--- src/rtl/pipe_flush_fifo.sv ---
// Elastic ready/valid FIFO with synchronous flush, occupancy and almost-full,
// drop-in multi-entry replacement for the front-end pipe skid buffer.
module pipe_flush_fifo #(
  parameter int unsigned DWIDTH       = 41,
  parameter int unsigned DEPTH        = 4,
  parameter int unsigned AFULL_MARGIN = 1
) (
  input  logic                       clk,
  input  logic                       reset,
  input  logic                       flush,
  input  logic [DWIDTH-1:0]          i_data,
  input  logic                       i_valid,
  output logic                       o_ready,
  output logic [DWIDTH-1:0]          o_data,
  output logic                       o_valid,
  input  logic                       i_ready,
  output logic [$clog2(DEPTH+1)-1:0] count,
  output logic                       almost_full
);

  localparam int unsigned PW = $clog2(DEPTH);
  localparam int unsigned CW = $clog2(DEPTH+1);

  logic [DWIDTH-1:0] mem_q [DEPTH];
  logic [PW-1:0]     wr_ptr_q, wr_ptr_d;
  logic [PW-1:0]     rd_ptr_q, rd_ptr_d;
  logic [CW-1:0]     count_q,  count_d;
  logic              push, pop;

  assign o_ready     = (count_q != CW'(DEPTH));
  assign o_valid     = (count_q != '0);
  assign o_data      = mem_q[rd_ptr_q];
  assign count       = count_q;
  assign almost_full = (count_q >= CW'(DEPTH - AFULL_MARGIN));

  assign push = i_valid & o_ready;
  assign pop  = o_valid & i_ready;

  // Flush wins over everything; a concurrent pop still counts as consumed downstream.
  always_comb begin
    wr_ptr_d = wr_ptr_q;
    rd_ptr_d = rd_ptr_q;
    count_d  = count_q;
    if (flush) begin
      wr_ptr_d = '0;
      rd_ptr_d = '0;
      count_d  = '0;
    end else begin
      if (push) wr_ptr_d = wr_ptr_q + PW'(1);
      if (pop)  rd_ptr_d = rd_ptr_q + PW'(1);
      case ({push, pop})
        2'b10:   count_d = count_q + CW'(1);
        2'b01:   count_d = count_q - CW'(1);
        default: count_d = count_q;
      endcase
    end
  end

  always_ff @(posedge clk or negedge reset) begin
    if (!reset) begin
      for (int unsigned i = 0; i < DEPTH; i++) mem_q[i] <= '0;
      wr_ptr_q <= '0;
      rd_ptr_q <= '0;
      count_q  <= '0;
    end else begin
      if (push && !flush) mem_q[wr_ptr_q] <= i_data;
      wr_ptr_q <= wr_ptr_d;
      rd_ptr_q <= rd_ptr_d;
      count_q  <= count_d;
    end
  end

endmodule

--- config.mk ---
export PLATFORM = sky130hd
export DESIGN_NAME = pipe_flush_fifo
export DESIGN_NICKNAME = d
export VERILOG_FILES = /design/src/rtl/pipe_flush_fifo.sv
export SDC_FILE = /design/constraint.sdc
export NUM_CORES = 1
export LEC_CHECK = 0
export ABC_CLOCK_PERIOD_IN_PS = 1900
export CAP_MARGIN = 20
export CORE_ASPECT_RATIO = 0.8
export CORE_MARGIN = 5
export CORE_UTILIZATION = 40
export DETAILED_ROUTE_END_ITERATION = 8
export DONT_BUFFER_PORTS = 1
export HOLD_SLACK_MARGIN = 0.12
export SYNTH_ARGS = -nofsm -noshare
export SYNTH_HDL_FRONTEND = slang
export SYNTH_SLANG_ARGS = --single-unit
--- constraint.sdc ---
create_clock -name clk -period 1.9 [get_ports clk]
set_input_delay 0.38 -clock clk [delete_from_list [all_inputs] [get_ports clk]]
set_output_delay 0.38 -clock clk [all_outputs]
set_load 0.01 [all_outputs]
==> results of run 1 <==
## state kept, by name (all words and copies together) (netlist names)
name,count
wr_ptr_q,2
mem_q,164
count,3
rd_ptr_q,2
## where the power goes
group | internal (mW) | switching (mW)
Clock | 2.42 | 1.39
Sequential | 4.98 | 0.697
Combinational | 2.17 | 1.27
## path summary, 6_finish.rpt
path | startpoint | endpoint | cells after the start
min in group clk | i_valid | count[2]$_DFFE_PN0P_ | 3
max | rd_ptr_q[0]$_DFFE_PN0P_ | o_data[32] | 2
max in group asynchronous | reset | rd_ptr_q[0]$_DFFE_PN0P_ | 0
max reg2reg | count[2]$_DFFE_PN0P_ | count[1]$_DFFE_PN0P_ | 5
min reg2reg | mem_q[39]$_DFFE_PN0P_ | mem_q[39]$_DFFE_PN0P_ | 1
min | reset | mem_q[86]$_DFFE_PN0P_ | 0
## repair_timing
item / in CTS / in global routing
hold endpoints to repair: 342 / 171
setup buffers: 0 / 3
pin swaps: 0 / 4
resized for setup: 1 / 3
gates cloned: 0 / 2
setup endpoints to repair: 41 / 42
## layout make-up
| cell class | instances | area [um^2] |
|---|---|---|
| multi-input cells | 257 | 3310 |
| clock buffers | 23 | 508 |
| inverters | 2 | 7.51 |
| flip-flops and latches | 171 | 4290 |
| fillers | 1598 | 9740 |
| clock inverters | 8 | 155 |
| repair buffers | 67 | 806 |
| well taps | 258 | 323 |
## synthesized netlist by cell type, types with 3 or more instances
library cell / n / share of area [%]
dfrtp_1: 171 / 54
mux2_2: 115 / 16
mux4_2: 41 / 12
mux2_4: 40 / 7.6
buf_6: 14 / 2.0
mux2_1: 9 / 1.3
clkbuf_1: 8 / 0.38
nor2_1: 8 / 0.38
nand2_1: 6 / 0.29
buf_2: 5 / 0.32
nand3_1: 5 / 0.32
buf_12: 4 / 1.0
ha_1: 4 / 0.64
nand2_4: 3 / 0.43
o21ai_0: 3 / 0.19
## layer usage
metal | part of all wire, % | wire length [um] | up-vias | GRT usage (%)
met1 | 45 | 7640 | 2228 | 20.5
met5 | 0 | 0 | - | 0
met4 | 1.1 | 189 | 0 | 5.18
met2 | 48 | 8060 | 95 | 23.6
met3 | 6.1 | 1030 | 14 | 5.57
li1 | - | - | 1817 | -
## logic make-up (layout without fill, tap and decap cells)
logic type	after synthesis	in the layout
xor+xnor	4	4
compound gates	11	11
flops	171	171
buf+inv	35	100
fa+ha+maj	5	5
mux	205	205
simple gates	32	32
## stage by stage
step | setup TNS, ps | setup slack (ps) | cells | area, um^2
floorplan | -6090 | -40.0 | 463 | 7900
global placement | 0 | 83.3 | 706 | 8200
detailed placement | 0 | 58.0 | 706 | 8200
CTS | -8390 | -234 | 781 | 9310
global route | -9870 | -268 | 786 | 9400
finish | -6990 | -203 | 786 | 9400
==> run metrics, run 1 <==
DR vias=4154; die area=22600 um^2; min Tclk post-route=2100 ps; Slew headroom=77.3%; Seq/Total Area, Yosys=54.3%; peak supply drop=0.544 mV; CTS tree=yes; commonest non-fill, non-tap cell in the layout=dfrtp_1; largest family of logic cells by synthesized area=multiplexers; number of global-route vias before repair=4711; Mapped Area=7880 um^2; flop-to-flop setup slack=20 ps; EDFF count, synth=0; CP startpoint kind=register; # diodes=0; crit path capture type=output pin; RSZ-0062 raised after global routing=true; share of cells above drive strength 1=50.0%; Post-Synthesis Cells=463; critical path's largest stage delay=570 ps; Net Count, Synth=514; Die X=167 um; Port-buffer cells=0; root buf cell=clkbuf_16; Buf/Inv on CP=1; WP data required=1520 ps; Mapped Avg Cell Area=17.0 um^2; routability cong.=0.703; Num CTS Buffers=17; YS warnings=0; # Max-Cap Violations=0; final setup fails=41; Post-synth top flop=dfrtp_1; final wirelength=16900 um; Fin. Hold Viols=171; drt pass-1 iters=4; Synth Area in Compound Gates=0.905%; status=finished with violations; DR WL/cell=21.5 um; Power Total=12.9 mW; Clock Skew=6.38 ps; failing checks=hold timing, setup timing; Static Leak=4.07 nW; largest net degree at the start of global routing=172; Post-Synth Simple-Gate Area=2.40%; initial drt markers=179; # hold bufs at CTS=44; P per Cell Area=1380 nW/um^2; crit-path max FO=11; die height=136 um; Antenna Violating Nets Remaining=0; CP max-delay cell=mux4_2; CORE AREA=19100 um^2; Hold WC Path Type=in2async; register bit count reported by yosys=171; Synth Area in XOR/XNOR=0.445%; fin crit share=111%; vias per cell=5.28; gr ovfl total=0; setup ws final=-203 ps; Max Root-Sink Buffers=2; count of different cell masters after synthesis=37; Nets=567; first-pass GRT wire length=26900 um; mux cell area share after synthesis=37.1%; Starting Density=41.1%; Worst Tran Pin Value=340 ps; WHS=-349 ps; fraction of registers with async set/reset=100%; Clock Latency Late Sink=420 ps; commonest non-fill, non-tap cells in the layout=168 x dfrtp_1, 115 x mux2_2, 44 x dlygate4sd3_1; Max Fclk=0.476 GHz; Arrival @ worst endpoint=1720 ps; Post-DP HPWL=10400 um; Layout Utilization=49.1%; crit path cell chain=clkbuf_16, mux4_2; CTS sink cnt=171; clk slew on worst S/H paths=60 ps; DRC Markers=0; Layout area overhead=19.3%; Slew Viols, Final=0; delay-heaviest family, CP=multiplexers; # rows=45; H-tree levels=4; initial antenna violation count=0; overall routing resource usage=15.4%; I/O pins=93; Synth Area in Adders=0.890%; Setup CP Type=reg2out
Power figures use the tool's default switching activity.
==> run 2: changes to the inputs <==
--- a/config.mk
+++ b/config.mk
@@ -8,7 +8,7 @@
 export ABC_CLOCK_PERIOD_IN_PS = 1900
 export CAP_MARGIN = 20
 export CORE_ASPECT_RATIO = 0.8
-export CORE_MARGIN = 5
+export CORE_MARGIN = 2
 export CORE_UTILIZATION = 40
 export DETAILED_ROUTE_END_ITERATION = 8
 export DONT_BUFFER_PORTS = 1
==> run 2 against run 1 <==
  * The run still ends with hold timing, setup timing left
  * Worst hold slack better by 5.8 ps
  * First-iteration DRC count shrank 1.1%
  * Final cell count down 0.38%
  * Non-clock buffer count shrank 3
  * Worst setup slack better by 15 ps
  * Highest routed layer unchanged
  * Critical path type unchanged
  * Final area down 1.6%
  * Core utilization fell by 0.78 points
  * Critical endpoint is now o_data[1]
==> run metrics, run 2 (synthesized netlist as in run 1, its figures left out) <==
Layout Utilization=48.3%; CTS sink cnt=171; Layout area overhead=17.4%; final cell count without fillers=783; CTS tree=yes; Clock Skew=8.86 ps; min Tclk post-route=2090 ps; die height=130 um; final wirelength=16000 um; first-pass GRT wire length=26400 um; # Max-Cap Violations=0; # diodes=0; # hold bufs at CTS=44; drt pass-1 iters=4; DR WL/cell=20.5 um; Fin. Hold Viols=171; number of flip-flops in the largest register=164; largest net degree at the start of global routing=172; Worst Tran Pin Value=321 ps; gr ovfl total=0; Static Leak=3.99 nW; final setup fails=41; commonest non-fill, non-tap cells in the layout=168 x dfrtp_1, 115 x mux2_2, 44 x dlygate4sd3_1; Layout fillers=1635; peak supply drop=0.534 mV; commonest non-fill, non-tap cell in the layout=dfrtp_1; Setup CP Type=reg2out; die area=20800 um^2; initial antenna violation count=0; root buf cell=clkbuf_16; Int Power=9.10 mW; WP data required=1520 ps; pre-CTS WS=69.7 ps; Max Root-Sink Buffers=2; Nets=564; crit path capture type=output pin; I/O pins=93; Post-DP HPWL=9820 um; fin crit share=110%; sw power=3.31 mW; clk slew on worst S/H paths=70 ps; WHS=-343 ps; failing checks=hold timing, setup timing; P per Cell Area=1340 nW/um^2; initial drt markers=177; RSZ-0062 raised after global routing=true; Starting Density=41.1%; vias per cell=5.25; Max Fclk=0.479 GHz; routability cong.=0.733; Port-buffer cells=0; Arrival @ worst endpoint=1710 ps; switching portion of total power=26.7%; Comb pwr share=26.8%; overall routing resource usage=16.5%; DR vias=4109; Slew headroom=78.5%; Post-CTS Setup Bufs=0; Reg2Reg Depth=5; Clock Latency Late Sink=410 ps; Slew Viols, Final=0; H-tree levels=4; most flop-heavy register=mem_q; crit-path max FO=22; CORE AREA=19100 um^2; # rows=45; # placed instances=708; Antenna Violating Nets Remaining=0; sequential share of power=45.6%; share of power burned in the clock network=27.6%; setup ws final=-187 ps; Power Total=12.4 mW; number of global-route vias before repair=4690; CP startpoint kind=register; status=finished with violations; Num CTS Buffers=17; Hold WC Path Type=in2async; DRC Markers=0; Die X=161 um; share of cells above drive strength 1=49.0%
run 2: changes by cell type in the layout (fill, tap and decap cells not counted), moves of 2 or more:
| cell | before | now |
|---|---|---|
| bufinv_16 | 4 | 2 |
| clkinv_2 | 0 | 2 |
| clkbuf_16 | 19 | 17 |
| clkinvlp_4 | 0 | 4 |
| clkbuf_1 | 0 | 2 |
| clkinv_4 | 3 | 1 |
| clkbuf_8 | 6 | 2 |
| buf_12 | 11 | 13 |
| buf_4 | 9 | 7 |
run 2: per-stage QoR:
| stage | instance area, um^2 | setup TNS (ps) |
|---|---|---|
| finish | 9250 | -6520 |
| global route | 9250 | -9210 |
| CTS | 9250 | -8050 |
| detailed placement | 8230 | 0 |
| global placement | 8230 | 0 |
| floorplan | 7900 | -6090 |
run 2: path summary, 6_finish.rpt:
path | start | to | slack [ps]
min in group clk | i_valid | count[2]$_DFFE_PN0P_ | 170
hold reg to reg | mem_q[39]$_DFFE_PN0P_ | mem_q[39]$_DFFE_PN0P_ | 490
setup / recovery | rd_ptr_q[0]$_DFFE_PN0P_ | o_data[1] | -190
max in group asynchronous | reset | rd_ptr_q[1]$_DFFE_PN0P_ | 2010
hold / removal | reset | mem_q[86]$_DFFE_PN0P_ | -340
setup reg to reg | count[0]$_DFFE_PN0P_ | mem_q[56]$_DFFE_PN0P_ | 70
run 2: layer usage:
layer  wire length, um  GRT usage, %  vias up  share of wire, %
met5                 0             0        -                 0
met4               146          4.41        0              0.91
met3               848          4.67       14               5.3
met2              7390          25.8       82                46
met1              7650          22.7     2203                48
li1                  -             -     1810                 -
run 2: power by group through the flow:
stage               Sequential (mW)  Combinational, mW  Clock (mW)
floorplan                      5.46               2.77           0
global route                   5.84               3.59        3.68
detailed placement             5.72               3.25           0
global placement               5.61               3.16           0
finish                         5.66               3.33        3.42
CTS                            5.66               3.38        3.53
run 2: what timing repair did:
action                                  in CTS  in global routing
gates resized for setup                      0                  0
endpoints found under the setup margin      41                 41
endpoints found under the hold margin      342                171
run 2: cell type report:
class                   count  area (um^2)  area share, %
clock inverters            10          118           1.27
multi-input cells         257         3300           35.7
clock buffers              21          460           4.98
flip-flops and latches    171         4290           46.3
well taps                 258          323           3.49
repair buffers             64          753           8.14
inverters                   2         7.51         0.0812
run 2: worst max-delay path: stages (launching register included):
cell     delay [ps]
dfrtp_4         440
buf_12          240
mux4_2          600
